$ cat src/rtl/io_pkg.sv
// Shared definitions for the IO port pin-side stage.
// Holds the default port width, debounce counter width and synchroniser depth,
// plus the word type used for one IO port.
package io_pkg;

  localparam int IO_WIDTH    = 16;
  localparam int DEB_BITS    = 8;
  localparam int SYNC_STAGES = 2;

  typedef logic [IO_WIDTH-1:0] io_word_t;

endpackage

$ cat src/rtl/io_debounce_bit.sv
// One bit of the pin input filter: synchroniser chain, debounce counter,
// commit of the debounced level and the sticky rising-edge flag.
// Ports:
//   theClock  in   system clock
//   theReset  in   asynchronous active-low reset
//   pin       in   raw asynchronous pin level
//   deb_len   in   debounce length in cycles (0 behaves as 1)
//   clear     in   one-cycle pulse clearing the edge flag
//   data      out  debounced level
//   flag      out  sticky flag for debounced 0->1 commits
module io_debounce_bit
  import io_pkg::*;
#(
  parameter int DEB_BITS    = io_pkg::DEB_BITS,
  parameter int SYNC_STAGES = io_pkg::SYNC_STAGES
) (
  input  logic                theClock,
  input  logic                theReset,
  input  logic                pin,
  input  logic [DEB_BITS-1:0] deb_len,
  input  logic                clear,
  output logic                data,
  output logic                flag
);

  localparam logic [DEB_BITS:0] ONE = 1;

  logic [SYNC_STAGES-1:0] sync_p0;
  logic [DEB_BITS-1:0]    cnt_p1;
  logic                   sync_bit;
  logic [DEB_BITS:0]      cnt_inc;
  logic                   commit;

  assign sync_bit = sync_p0[SYNC_STAGES-1];
  // One extra bit so cnt+1 never wraps before the >= compare.
  assign cnt_inc  = {1'b0, cnt_p1} + ONE;
  // deb_len == 0 makes the compare always true, i.e. behaves as deb_len == 1.
  assign commit   = (sync_bit != data) && (cnt_inc >= {1'b0, deb_len});

  // Stage p0: synchroniser chain
  always_ff @(posedge theClock or negedge theReset) begin
    if (!theReset) begin
      sync_p0 <= '0;
    end else begin
      sync_p0 <= {sync_p0[SYNC_STAGES-2:0], pin};
    end
  end

  // Stage p1: debounce counter, commit and sticky edge flag
  always_ff @(posedge theClock or negedge theReset) begin
    if (!theReset) begin
      cnt_p1 <= '0;
      data   <= 1'b0;
      flag   <= 1'b0;
    end else begin
      if (sync_bit == data) begin
        cnt_p1 <= '0;
      end else if (commit) begin
        cnt_p1 <= '0;
        data   <= sync_bit;
      end else begin
        cnt_p1 <= cnt_inc[DEB_BITS-1:0];
      end
      // Set has priority so an edge landing on a clear pulse is not lost.
      if (commit && sync_bit) begin
        flag <= 1'b1;
      end else if (clear) begin
        flag <= 1'b0;
      end
    end
  end

endmodule

$ cat src/rtl/io_port_filter.sv
// Pin-side stage for one IO port between the FPGA pins and the SPI register file.
// Registers the output data/enable words onto the pad tristate controls and
// filters the pin inputs into a debounced data word with sticky rising-edge flags.
// Ports:
//   theClock    in   system clock
//   theReset    in   asynchronous active-low reset
//   pin_in      in   raw pin levels
//   deb_len     in   debounce length in cycles; 0 = bypass
//   data_out    in   output levels from the register file
//   enable_out  in   per-bit output enable; 1 = drive
//   edge_clear  in   per-bit pulse clearing the edge flag
//   pin_out     out  registered data_out to pad data
//   pin_oe      out  registered enable_out to pad enable
//   data_in     out  debounced input word
//   edge_flags  out  sticky debounced 0->1 flags
module io_port_filter
  import io_pkg::*;
#(
  parameter int WIDTH       = IO_WIDTH,
  parameter int DEB_BITS    = io_pkg::DEB_BITS,
  parameter int SYNC_STAGES = io_pkg::SYNC_STAGES
) (
  input  logic                theClock,
  input  logic                theReset,
  input  logic [WIDTH-1:0]    pin_in,
  input  logic [DEB_BITS-1:0] deb_len,
  input  logic [WIDTH-1:0]    data_out,
  input  logic [WIDTH-1:0]    enable_out,
  input  logic [WIDTH-1:0]    edge_clear,
  output logic [WIDTH-1:0]    pin_out,
  output logic [WIDTH-1:0]    pin_oe,
  output logic [WIDTH-1:0]    data_in,
  output logic [WIDTH-1:0]    edge_flags
);

  // Stage p0: output registers to the pad tristate controls
  always_ff @(posedge theClock or negedge theReset) begin
    if (!theReset) begin
      pin_out <= '0;
      pin_oe  <= '0;
    end else begin
      pin_out <= data_out;
      pin_oe  <= enable_out;
    end
  end

  for (genvar i = 0; i < WIDTH; i++) begin : g_bit
    io_debounce_bit #(
      .DEB_BITS    (DEB_BITS),
      .SYNC_STAGES (SYNC_STAGES)
    ) u_bit (
      .theClock (theClock),
      .theReset (theReset),
      .pin      (pin_in[i]),
      .deb_len  (deb_len),
      .clear    (edge_clear[i]),
      .data     (data_in[i]),
      .flag     (edge_flags[i])
    );
  end

endmodule

$ cat config.mk
export PLATFORM = sky130hd
export DESIGN_NAME = io_port_filter
export DESIGN_NICKNAME = d
export VERILOG_FILES = /design/src/rtl/io_pkg.sv /design/src/rtl/io_debounce_bit.sv /design/src/rtl/io_port_filter.sv
export SDC_FILE = /design/constraint.sdc
export NUM_CORES = 1
export LEC_CHECK = 0
export ABC_AREA = 1
export BUFFER_PORTS_ARGS = -buffer_cell sky130_fd_sc_hd__buf_2
export CAP_MARGIN = 5
export CORE_UTILIZATION = 50
export CTS_CLUSTER_DIAMETER = 40
export DETAILED_ROUTE_END_ITERATION = 12
export PLACE_DENSITY = 0.81
export SYNTH_ARGS = -nofsm -noshare
export SYNTH_HDL_FRONTEND = slang
export SYNTH_SLANG_ARGS = --single-unit
$ cat constraint.sdc
create_clock -name theClock -period 3.6 [get_ports theClock]
set_input_delay 1.08 -clock theClock [delete_from_list [all_inputs] [get_ports theClock]]
set_output_delay 1.08 -clock theClock [all_outputs]
set_load 0.005 [all_outputs]
# Word-level counts from Yosys, hierarchy flattened
# Cells that the tools add are included.
# totals
register_bits	224
inputBits	74
output_inout_bits	64
wordCells	274
# op_classes
addsub	16
order_cmp	16
n_eq_ne	32
muxes	64
n_bitwise	16
n_reduce_logical	64
# op_table
op	n
$mux W8	32
$add A8 B1 Y9 const B	16
$ge A9 B8 Y1	16
$logic_and A1 B1 Y1	32
$mux W1	32
$reduce_and A2 Y1	16
$reduce_bool A2 Y1	16
$eq A1 B1 Y1	16
$ne A1 B1 Y1	16
$not A1 Y1	16

# Longest topological paths before layout
# Gate-level depths: netlist of run 1.
# depth
ltp_word	5
depth_mapped	16
mapped_depth_nobuf	16

# By module
# A second synthesis of run 1 with hierarchy kept.
# unflattened
cells_unflattened	1506
hier_area_um2	12903.6
# by_module_without_submodules
module	instances	cells_per_inst	area_per_inst_um2
io_debounce_bit at g_bit[14].u_bit ...	9	93	757.0
io_debounce_bit at g_bit[0].u_bit ...	7	91	755.7
io_port_filter	1	32	800.8

# Worst setup path after synthesis of run 1
# No wires, ideal clock.
# synth_timing
path_kind	input to register
from	in deb_len[2]
to	reg g_bit[6].u_bit.cnt_p1[0]
setup_ns	0.073
arrival_ns	2.347
required_time_ns	3.527
path_slack_ns	1.180
cell_stages	11
n_path_buf	0
cell_sequence	inv_1 ha_1 nand2_1 nand2_1 nand2_1 nand3_1 nand2_1 nand2_1 nand2_1 nand3_2 nor2_1
# synth_via
elab_chain_cells	4
# synth_rtl
item	line	source
from (decl)	io_port_filter.sv:26	input logic [DEB_BITS-1:0] deb_len,
$ge A9 B8 Y1	io_debounce_bit.sv:38	assign commit = (sync_bit != data) && (cnt_inc >= {1'b0, deb_len});
$logic_and A1 B1 Y1	io_debounce_bit.sv:38	
$mux W8	io_debounce_bit.sv:58	end else if (commit) begin
$mux W8	io_debounce_bit.sv:56	if (sync_bit == data) begin
to (signal assigned)	io_debounce_bit.sv:62	cnt_p1 <= cnt_inc[DEB_BITS-1:0];
to (decl)	io_debounce_bit.sv:29	logic [DEB_BITS-1:0] cnt_p1;
# Every way passes these cells.
# A chain may end at the register's enable or synchronous reset.

# Worst setup path in the final report of run 1
# layout_timing
from	in deb_len[7]
to	reg g_bit[7].u_bit.cnt_p1[4]
# layout_via
elab_chain_cells	4
# layout_rtl
item	line
$ge A9 B8 Y1	io_debounce_bit.sv:38
$logic_and A1 B1 Y1	io_debounce_bit.sv:38
$mux W8	io_debounce_bit.sv:58
$mux W8	io_debounce_bit.sv:56
to (signal assigned)	io_debounce_bit.sv:62
to (decl)	io_debounce_bit.sv:29
# Every way passes these cells.

==> results of run 1 <==
layer usage:
metal	routed length (microns)	up-vias
met1	10310	4458
met5	0	-
met3	894	53
met4	559	0
met2	12690	158
li1	-	4782
synthesized netlist by cell type (all sizes together), types with 4 or more instances:
cell	instances	area, sq um
a21oi	35	193.9
and3	4	37.53
o21bai	7	52.55
nand2	338	1281
xnor2	17	148.9
a31oi	13	125.1
nor2	193	812.0
buf	32	240.2
ha	144	1802
inv	279	1047
nor3	5	70.06
dfrtp	224	5605
nand3	101	798.3
xor2	67	586.8
state kept, by name, summed over array words and instances (netlist names):
name and cells:
g_bit.u_bit.sync_p0 32, g_bit.u_bit.flag 16, pin_out 16, g_bit.u_bit.data 16
pin_oe 16, g_bit.u_bit.cnt_p1 128
critical path: cells and delay by family:
kind | cells | cell delay [ns]
adders and majority gates | 1 | 0.23
buffers and inverters | 3 | 0.94
and+or+nand+nor | 3 | 0.50
through the flow:
| stage | worst slack (ns) | total power, W | util (%) |
|---|---|---|---|
| after floorplan | 1.180 | 0.004471 | - |
| after global placement | 0.8625 | 0.004850 | 54.89 |
| after detailed placement | 0.7623 | 0.004980 | 54.89 |
| after CTS | 1.279 | 0.008624 | 59.92 |
| after global routing | 1.035 | 0.009067 | 59.92 |
| final | 1.275 | 0.008506 | 59.92 |
where the power goes:
group | switching, W | internal [W]
combinational | 0.00108 | 0.000733
clock | 0.00124 | 0.00233
sequential | 0.000301 | 0.00283
total | 0.00262 | 0.00589
worst max path at each step:
stage          slack (ns)                startpoint                       end
2_1_floorplan        1.18                deb_len[2]  g_bit[6].u_bit.cnt_p1[0]
3_3_place_gp         0.86                deb_len[7]  g_bit[6].u_bit.cnt_p1[0]
3_5_place_dp         0.76                deb_len[7]  g_bit[7].u_bit.cnt_p1[4]
4_1_cts              1.28                deb_len[7]  g_bit[7].u_bit.cnt_p1[4]
5_1_grt              1.04  g_bit[7].u_bit.cnt_p1[0]  g_bit[7].u_bit.cnt_p1[4]
6_report             1.27                deb_len[7]  g_bit[7].u_bit.cnt_p1[4]
cell type report:
type | instances | area [sq um] | area share, %
clock buffer | 44 | 982.2 | 6.509
tap | 330 | 412.9 | 2.736
timing repair buffer | 149 | 823.3 | 5.456
multi-input combinational | 927 | 5933 | 39.32
clock inverter | 23 | 285.3 | 1.891
sequential | 224 | 5605 | 37.15
inverter | 279 | 1047 | 6.940
kinds of logic after synthesis:
logic type	after synthesis
buffers and inverters	311
AO/OA/AOI/OAI	55
flip-flops	224
XOR/XNOR	84
AND/OR/NAND/NOR	644
adder cells (fa/ha/maj)	144
==> impl_metrics.sql, run 1 <==
INSERT INTO impl_metrics (metric_group, metric, value, unit) VALUES
('floorplan', 'core_region_area', '25180', 'sq um'),
('worst_hold_path', 'worstHoldPathType', 'flop to flop', ''),
('global_routing', 'top_usage_layer', 'met2', ''),
('global_routing', 'met1_resource_use_gr', '22.55', '%'),
('worst_hold_path', 'hold_path_depth', '0', ''),
('finish', 'finalInstanceArea', '15090', 'sq um'),
('floorplan', 'die_area', '26300', 'sq um'),
('cts', 'worstSkewPairLatency', '0.51', 'ns'),
('timing', 'tightest_slew', '0.7915', 'ns'),
('synthesis', 'postSynthNetCount', '1680', ''),
('timing', 'timing.hold.ws', '0.3444', 'ns'),
('finish', 'ratio_of_cells_with_drive_above_1_in_the_final_layout', '19.99', '%'),
('detailed_routing', 'dr.pass1.iters', '4', ''),
('detailed_routing', 'wirelength', '24.46', 'mm'),
('placed_design', 'placedCellCount', '1909', ''),
('detailed_routing', 'post_route_drc_violation_count', '0', ''),
('global_routing', 'grt_util_met2', '36.58', '%'),
('timing', 'final.period_utilization', '64.59', '%'),
('worst_setup_path', 'r2r_cells', '12', ''),
('cts', 'cts.path.max_buffers', '3', ''),
('synthesis', 'postSynthRegisterBits', '224', ''),
('cts', 'numClockSinks', '224', ''),
('synthesis', 'synth.distinct_cells', '29', ''),
('cts', 'cts_repair_resize_count', '0', ''),
('worst_setup_path', 'worstSetupEndpointType', 'flop', ''),
('finish', 'instances_no_fill', '1976', ''),
('status', 'run_status', 'complete, no violations', ''),
('timing', 'fin_tns_setup', '0', 'ns'),
('worst_setup_path', 'worst_reg2reg_path_startpoint', 'g_bit[8].u_bit.cnt_p1[0]', ''),
('timing', 'hold_violations', '0', ''),
('flow_run', 'max-cap-violations', '0', ''),
('detailed_routing', 'route.detailed.wl_per_inst', '12.38', 'microns'),
('floorplan', 'die_y', '162.2', 'microns'),
('timing', 'setup_viol', '0', ''),
('synthesis', 'syn-mean-instance-area', '8.773', 'sq um'),
('timing', 'finalCriticalPeriod', '2.325', 'ns'),
('power', 'pwr_density_cell', '563.7', 'nW/um^2'),
('cts', 'cts.htree.levels', '2', ''),
('synthesis', 'seq_area_frac_synth', '43.70', '%'),
('finish', 'layout.cells.most_common', 'nand2_1', ''),
('synthesis', 'synth_compound_gate_area_share', '2.897', '%'),
('synthesis', 'dominant_combinational_cell_family_by_area_after_synthesis', 'simple AND/OR/NAND/NOR gates', ''),
('worst_setup_path', 'worst_r2r_endpoint', 'g_bit[8].u_bit.cnt_p1[5]', ''),
('global_routing', 'antenna_violations_before_repair', '0', ''),
('detailed_routing', 'viasPerCell', '4.783', ''),
('worst_setup_path', 'crit_fanout', '11', ''),
('worst_setup_path', 'kind_of_launch_point_of_the_worst_setup_path', 'input pin', ''),
('cts', 'cts-buffers-inserted', '37', ''),
('synthesis', 'synth_fa_ha_area_share', '14.05', '%'),
('cts', 'cts.hold.buffers_added', '0', ''),
('timing', 'fmaxAchievable', '430.1', 'MHz'),
('placed_design', 'dp.final_hpwl', '17.06', 'mm'),
('timing', 'finalMaxSlewViolations', '0', ''),
('synthesis', 'synth_area', '12830', 'sq um'),
('synthesis', 'muxShareOfSynthArea', '0', '%'),
('global_routing', 'grt_util_met3', '3.447', '%'),
('power', 'power.static_leakage', '8.793', 'nW'),
('synthesis', 'synth-xor-area-share', '5.736', '%'),
('finish', 'final_net_count', '1836', ''),
('finish', 'syn_to_final_growth', '17.65', '%'),
('detailed_routing', 'num_vias', '9451', ''),
('synthesis', 'async_flop_share', '100.0', '%'),
('global_routing', 'overflow', '0', ''),
('worst_setup_path', 'critPathSlowestCell', 'inv_1', ''),
('global_routing', 'maximum_number_of_pins_on_one_net_before_global_route_repair', '95', ''),
('synthesis', 'synth_enable_flop_cells', '0', ''),
('floorplan', 'io_count', '138', ''),
('placed_design', 'placed_inst_area', '13820', 'sq um'),
('timing', 'slew_headroom', '47.17', '%'),
('worst_setup_path', 'timing.critical_path.cells', 'buf_2 > inv_1 > buf_4 > ha_1 > nand2_1 > nand3_2 > nor2_1', ''),
('timing', 'finClkSkew', '0.01042', 'ns');
No activity file was read; power rests on OpenSTA's default activity.
==> run 2: changes to the inputs <==
==> constraint.sdc (replaced) <==
create_clock -name theClock -period 2.24 [get_ports theClock]
set_input_delay 0.672 -clock theClock [delete_from_list [all_inputs] [get_ports theClock]]
set_output_delay 0.672 -clock theClock [all_outputs]
set_load 0.005 [all_outputs]
==> run 2 against run 1 <==
Clock power is 66% higher; combinational power is 84% higher; global-route usage is 0.35 points lower; die area stayed put; wire length is 5.3% higher; clock skew hardly changed; non-clock buffer count is 21 higher; register-to-register slack worse by 1.3 ns; hold slack worse by 0.29 ns.
==> impl_metrics.sql, run 2 (synthesis results as in run 1) <==
INSERT INTO impl_metrics (metric_group, metric, value, unit) VALUES
('status', 'run_status', 'complete, no violations', ''),
('detailed_routing', 'route.detailed.wl_per_inst', '12.88', 'microns'),
('finish', 'layout_top_registers', 'g_bit.u_bit.cnt_p1: 128 flops, g_bit.u_bit.sync_p0: 32 flops', ''),
('power', 'pwr_density_cell', '899.4', 'nW/um^2'),
('worst_setup_path', 'reg2reg_setup_slack', '0.04', 'ns'),
('timing', 'setup_viol', '0', ''),
('worst_setup_path', 'most_numerous_cell_on_the_critical_path', 'nand2_1', ''),
('finish', 'ratio_of_cells_with_drive_above_1_in_the_final_layout', '25.39', '%'),
('placed_design', 'globalplace.congestion', '0.7813', ''),
('floorplan', 'die_y', '162.2', 'microns'),
('cts', 'cts.reportedPaths.clkPinSlew', '0.05', 'ns'),
('worst_hold_path', 'worstHoldPathType', 'input pin to asynchronous set/reset pin', ''),
('detailed_routing', 'viasPerCell', '4.849', ''),
('cts', 'cts.path.max_buffers', '3', ''),
('worst_setup_path', 'worst_reg2reg_path_startpoint', 'g_bit[0].u_bit.cnt_p1[0]', ''),
('floorplan', 'start_util', '50.93', '%'),
('power', 'peakVddDrop', '1016', 'uV'),
('detailed_routing', 'post_route_drc_violation_count', '0', ''),
('timing', 'worst_slack', '0.04398', 'ns'),
('finish', 'most-common-layout-cells', 'nand2_1, inv_1, dfrtp_1, nor2_1, buf_2', ''),
('floorplan', 'die_area', '26300', 'sq um'),
('global_routing', 'grt.total_usage', '19.24', '%'),
('finish', 'layout.cells.most_common', 'nand2_1', ''),
('finish', 'final_net_count', '1858', ''),
('worst_setup_path', 'r2r_cells', '14', ''),
('timing', 'fmaxAchievable', '455.4', 'MHz'),
('power', 'power.static_leakage', '9.016', 'nW'),
('finish', 'antennaDiodeCount', '0', ''),
('flow_run', 'max-cap-violations', '0', ''),
('worst_setup_path', 'criticalPathCategory', 'flop to flop', ''),
('timing', 'timing.hold.ws', '0.05077', 'ns'),
('timing', 'tightest_slew', '0.5303', 'ns'),
('floorplan', 'core_region_area', '25180', 'sq um'),
('placed_design', 'dp.final_hpwl', '17.09', 'mm'),
('timing', 'hold_violations', '0', ''),
('finish', 'largest_register_ffs', '128', ''),
('timing', 'slew_headroom', '64.65', '%'),
('global_routing', 'global_route_wire_length_before_repair', '41.59', 'mm'),
('global_routing', 'overflow', '0', ''),
('global_routing', 'antenna_violations_before_repair', '0', ''),
('detailed_routing', 'ant_nets', '0', ''),
('detailed_routing', 'drtIter0Drc', '358', ''),
('finish', 'top_register', 'g_bit.u_bit.cnt_p1', ''),
('worst_setup_path', 'crit_fanout', '4', ''),
('detailed_routing', 'dr.pass1.iters', '4', ''),
('placed_design', 'dp_worst_setup_slack', '-0.09043', 'ns'),
('cts', 'cts-buffers-inserted', '38', ''),
('worst_setup_path', 'worst_setup_startpoint', 'g_bit[0].u_bit.cnt_p1[0]', ''),
('worst_setup_path', 'critical_path_required', '2.63', 'ns'),
('detailed_routing', 'num_vias', '9698', ''),
('timing', 'final.period_utilization', '98.04', '%'),
('worst_setup_path', 'timing.critical_path.cells', 'ha_4 > nand3_2 > nor3_4 > xor2_2 > inv_1 > ha_1 > nand2_1 > inv_1 > nand2_1 > nand2_1 > nand2_2 > nand2_1 > nand2_1 > nand2_1', ''),
('floorplan', 'die_x', '162.2', 'microns'),
('timing', 'finalCriticalPeriod', '2.196', 'ns'),
('worst_setup_path', 'worst_r2r_endpoint', 'g_bit[0].u_bit.data', ''),
('detailed_routing', 'wirelength', '25.76', 'mm'),
('finish', 'finalCoreUtilization', '63.15', '%'),
('worst_setup_path', 'worst_ep_arrival_time', '2.59', 'ns'),
('cts', 'numClockSinks', '224', ''),
('power', 'post-layout-total-power', '0.01430', 'W'),
('timing', 'finClkSkew', '0.01037', 'ns'),
('cts', 'cts.htree.levels', '2', ''),
('placed_design', 'port-buffer-count', '137', ''),
('finish', 'syn_to_final_growth', '23.99', '%'),
('worst_setup_path', 'critPathSlowestCell', 'dfrtp_2', ''),
('cts', 'clock_tree_from_tritoncts', 'built', ''),
('cts', 'cts_root_buffer', 'clkbuf_16', ''),
('cts', 'worstSkewPairLatency', '0.51', 'ns'),
('floorplan', 'io_count', '138', ''),
('worst_setup_path', 'kind_of_launch_point_of_the_worst_setup_path', 'flop', ''),
('floorplan', 'placementRows', '58', ''),
('global_routing', 'maximum_number_of_pins_on_one_net_before_global_route_repair', '69', ''),
('global_routing', 'first_global_vias', '9656', ''),
('worst_setup_path', 'worstSetupEndpointType', 'flop', ''),
('worst_setup_path', 'slowest_delay', '0.41', 'ns'),
('timing', 'finalMaxSlewViolations', '0', '');
==> run 2: cell types whose count changed in the layout (fill, tap and decap cells not counted), moves of 7 or more <==
cell / before / now
nand3_2: 56 / 40
nor2_1: 162 / 146
nand2_1: 335 / 322
xor2_1: 67 / 46
buf_12: 3 / 10
nor2_4: 2 / 9
buf_4: 9 / 23
nand2_2: 2 / 15
nor2_2: 29 / 38
ha_1: 144 / 132
nand3_4: 1 / 17
xor2_2: 0 / 20
ha_2: 0 / 9
==> run 2: per-layer routing <==
metal,up-vias,GRT usage (%),part of all wire [%]
met4,0,6.990,2.7
li1,4814,-,-
met5,-,0,0
met3,64,3.345,3.9
met2,182,35.12,51
met1,4638,22.53,42
==> run 2: final cells by class <==
type                       count  area, sq um
tap                          330        412.9
fill                        1960         9279
clock buffer                  51         1114
clock inverter                19        220.2
multi-input combinational    927         6430
sequential                   224         5610
inverter                     279         1047
timing repair buffer         170         1069
==> run 2: stage by stage <==
step,TNS [ns],instance area (sq um),cells
finish,0,15900,2000
global route,-0.7111,15900,2000
CTS,0,15240,1979
detailed placement,-3.221,13910,1909
global placement,-0.3860,13910,1909
floorplan,0,12830,1462
==> run 2: report_power, final <==
| part | internal (W) | switching [W] |
|---|---|---|
| registers | 0.00455 | 0.000499 |
| logic | 0.00146 | 0.00186 |
| clock network | 0.00396 | 0.00197 |
| total | 0.00997 | 0.00433 |
==> run 2: repair_timing <==
item                       CTS  global route
buffers inserted             0            21
gates resized for setup      0            98
hold buffers                 0             0
setup endpoints to repair    0           156
==> run 2: worst max-delay path by stage <==
stage | slack, ns | endpoint | depth (start not counted)
global placement | -0.03 | g_bit[2].u_bit.cnt_p1[7] | 11
floorplan | 0.23 | g_bit[6].u_bit.cnt_p1[0] | 11
CTS | 0.01 | g_bit[0].u_bit.cnt_p1[6] | 13
detailed placement | -0.09 | g_bit[2].u_bit.cnt_p1[4] | 11
global route | -0.06 | g_bit[13].u_bit.cnt_p1[0] | 9
finish | 0.04 | g_bit[0].u_bit.data | 14
==> run 2: critical path: cells and delay by family (launching register included) <==
family,cells,cell delay [ns]
buffers and inverters,2,0.11
XOR/XNOR,1,0.18
AND/OR/NAND/NOR,9,0.94
flip-flops,1,0.41
adder cells (fa/ha/maj),2,0.44
==> run 3: changes to the inputs <==
--- a/config.mk
+++ b/config.mk
@@ -11,6 +11,7 @@
 export CORE_UTILIZATION = 50
 export CTS_CLUSTER_DIAMETER = 40
 export DETAILED_ROUTE_END_ITERATION = 12
+export GPL_TIMING_DRIVEN = 0
 export PLACE_DENSITY = 0.81
 export SYNTH_ARGS = -nofsm -noshare
 export SYNTH_HDL_FRONTEND = slang
==> run 3 against run 2 <==
Sequential share of layout area down 0.31 points; clock-buffer cell count down 4; critical endpoint is now g_bit[0].u_bit.cnt_p1[1]; clock skew up 0.012 ns; non-clock buffer count up 21; largest cell class unchanged; first-iteration DRC count down 22%.
==> impl_metrics.sql, run 3 (synthesis results as in run 1) <==
INSERT INTO impl_metrics (metric_group, metric, value, unit) VALUES
('detailed_routing', 'num_vias', '9740', ''),
('placed_design', 'port-buffer-count', '137', ''),
('worst_setup_path', 'r2r_cells', '11', ''),
('detailed_routing', 'drtIter0Drc', '281', ''),
('timing', 'finClkSkew', '0.02223', 'ns'),
('finish', 'largest_register_ffs', '128', ''),
('cts', 'cts.htree.levels', '2', ''),
('detailed_routing', 'dr.pass1.iters', '4', ''),
('finish', 'top_register', 'g_bit.u_bit.cnt_p1', ''),
('cts', 'worstSkewPairLatency', '0.52', 'ns'),
('power', 'peakVddDrop', '647.0', 'uV'),
('global_routing', 'antenna_violations_before_repair', '0', ''),
('worst_setup_path', 'critical_path_required', '2.69', 'ns'),
('finish', 'layout_top_registers', 'g_bit.u_bit.cnt_p1: 128 flops, g_bit.u_bit.sync_p0: 32 flops', ''),
('timing', 'tightest_slew', '1.025', 'ns'),
('global_routing', 'first_global_vias', '9744', ''),
('worst_hold_path', 'worstHoldPathType', 'input pin to asynchronous set/reset pin', ''),
('timing', 'rsz0062_at_grt', 'true', ''),
('cts', 'cts.reportedPaths.clkPinSlew', '0.05', 'ns'),
('detailed_routing', 'wirelength', '25.33', 'mm'),
('cts', 'cts.hold.buffers_added', '0', ''),
('timing', 'setup_viol', '0', ''),
('worst_setup_path', 'reg2reg_setup_slack', '0.09', 'ns'),
('timing', 'fmaxAchievable', '464.1', 'MHz'),
('worst_setup_path', 'crit_fanout', '8', ''),
('detailed_routing', 'post_route_drc_violation_count', '0', ''),
('timing', 'slew_headroom', '31.57', '%'),
('placed_design', 'dp_worst_setup_slack', '-0.5404', 'ns'),
('timing', 'finalMaxSlewViolations', '0', ''),
('finish', 'final_net_count', '1879', ''),
('floorplan', 'placementRows', '58', ''),
('floorplan', 'io_count', '138', ''),
('global_routing', 'global_route_wire_length_before_repair', '41.43', 'mm'),
('worst_setup_path', 'worst_r2r_endpoint', 'g_bit[0].u_bit.cnt_p1[1]', ''),
('timing', 'hold_violations', '0', ''),
('placed_design', 'globalplace.congestion', '0.7753', ''),
('finish', 'most-common-layout-cells', 'nand2_1, inv_1, dfrtp_1, nor2_1, buf_2', ''),
('flow_run', 'max-cap-violations', '0', ''),
('floorplan', 'die_x', '162.2', 'microns'),
('cts', 'numClockSinks', '224', ''),
('cts', 'cts_root_buffer', 'clkbuf_16', ''),
('placed_design', 'placedCellCount', '1930', ''),
('finish', 'antennaDiodeCount', '0', ''),
('floorplan', 'start_util', '50.93', '%'),
('floorplan', 'die_y', '162.2', 'microns'),
('global_routing', 'maximum_number_of_pins_on_one_net_before_global_route_repair', '125', ''),
('detailed_routing', 'route.detailed.wl_per_inst', '12.54', 'microns'),
('detailed_routing', 'ant_nets', '0', ''),
('worst_setup_path', 'worst_ep_arrival_time', '2.60', 'ns'),
('worst_setup_path', 'kind_of_launch_point_of_the_worst_setup_path', 'flop', ''),
('floorplan', 'core_region_area', '25180', 'sq um'),
('detailed_routing', 'viasPerCell', '4.822', ''),
('cts', 'clock_tree_from_tritoncts', 'built', ''),
('timing', 'worst_slack', '0.08524', 'ns'),
('cts', 'cts.path.max_buffers', '3', ''),
('power', 'post-layout-total-power', '0.01483', 'W'),
('finish', 'instances_no_fill', '2020', ''),
('finish', 'ratio_of_cells_with_drive_above_1_in_the_final_layout', '26.98', '%'),
('global_routing', 'grt.total_usage', '19.26', '%'),
('power', 'power.static_leakage', '9.123', 'nW'),
('timing', 'final.period_utilization', '96.19', '%'),
('finish', 'syn_to_final_growth', '25.05', '%'),
('timing', 'fin_tns_setup', '0', 'ns'),
('power', 'pwr_density_cell', '924.8', 'nW/um^2'),
('finish', 'finalCoreUtilization', '63.69', '%'),
('worst_setup_path', 'criticalPathCategory', 'flop to flop', ''),
('floorplan', 'die_area', '26300', 'sq um'),
('timing', 'finalCriticalPeriod', '2.155', 'ns'),
('status', 'run_status', 'complete, no violations', ''),
('finish', 'layout.cells.most_common', 'nand2_1', ''),
('global_routing', 'overflow', '0', ''),
('cts', 'cts-buffers-inserted', '38', ''),
('placed_design', 'dp.final_hpwl', '16.44', 'mm'),
('worst_setup_path', 'worst_reg2reg_path_startpoint', 'g_bit[0].u_bit.cnt_p1[0]', ''),
('worst_setup_path', 'worstSetupEndpointType', 'flop', '');
run 3: layer usage:
metal,wire [microns],GRT usage (%)
met5,0,0
met4,720,7.118
met3,994,3.422
met2,13510,36.42
met1,10100,21.35
run 3: layout make-up:
| cell class | count | area [sq um] |
|---|---|---|
| Clock buffer | 47 | 1056 |
| Inverter | 279 | 1059 |
| Timing Repair Buffer | 159 | 880.8 |
| Multi-Input combinational cell | 927 | 6431 |
| Fill cell | 1930 | 9143 |
| Clock inverter | 22 | 350.3 |
| Tap cell | 330 | 412.9 |
| Buffer | 32 | 240.2 |
| Sequential cell | 224 | 5609 |
run 3: worst max-delay path by stage:
stage | cells past startpoint | end | startpoint | slack [ns]
floorplan | 11 | g_bit[6].u_bit.cnt_p1[0] | deb_len[2] | 0.23
global placement | 1 | g_bit[6].u_bit.cnt_p1[7] | theReset | -3.35
detailed placement | 12 | g_bit[9].u_bit.cnt_p1[4] | deb_len[4] | -0.54
CTS | 13 | g_bit[2].u_bit.cnt_p1[6] | g_bit[2].u_bit.cnt_p1[0] | 0.01
global route | 11 | g_bit[0].u_bit.cnt_p1[0] | g_bit[0].u_bit.cnt_p1[0] | -0.11
finish | 11 | g_bit[0].u_bit.cnt_p1[1] | g_bit[0].u_bit.cnt_p1[0] | 0.09
run 3: power by group:
part / leakage [nW] / total [W] / switching [W] / internal, W
sequential: 2.92 / 0.00507 / 0.000520 / 0.00455
combinational: 5.52 / 0.00345 / 0.00192 / 0.00153
clock: 0.681 / 0.00632 / 0.00203 / 0.00429
run 3: stage by stage:
stage          hold slack [ns]  instance area (sq um)
3_5_place_dp            0.3347                  13960
3_3_place_gp            0.3325                  13920
6_report                0.2086                  16040
4_1_cts                 0.2304                  15380
5_1_grt                 0.2388                  16040
2_1_floorplan           0.3312                  12830
run 3: repair_timing:
| item | CTS | global route |
|---|---|---|
| pin swaps | 0 | 16 |
| buffers inserted | 1 | 20 |
| endpoints found under the setup margin | 11 | 153 |
| resized for setup | 2 | 104 |
run 3: critical path: stages (launching register included):
cell	delay [ns]
dfrtp_1	0.42
ha_4	0.17
nand3_2	0.11
nor3_4	0.22
xor2_1	0.20
inv_1	0.07
ha_1	0.30
a21oi_1	0.13
nand2_1	0.08
nand2_2	0.10
nand3_4	0.15
nor2_2	0.12
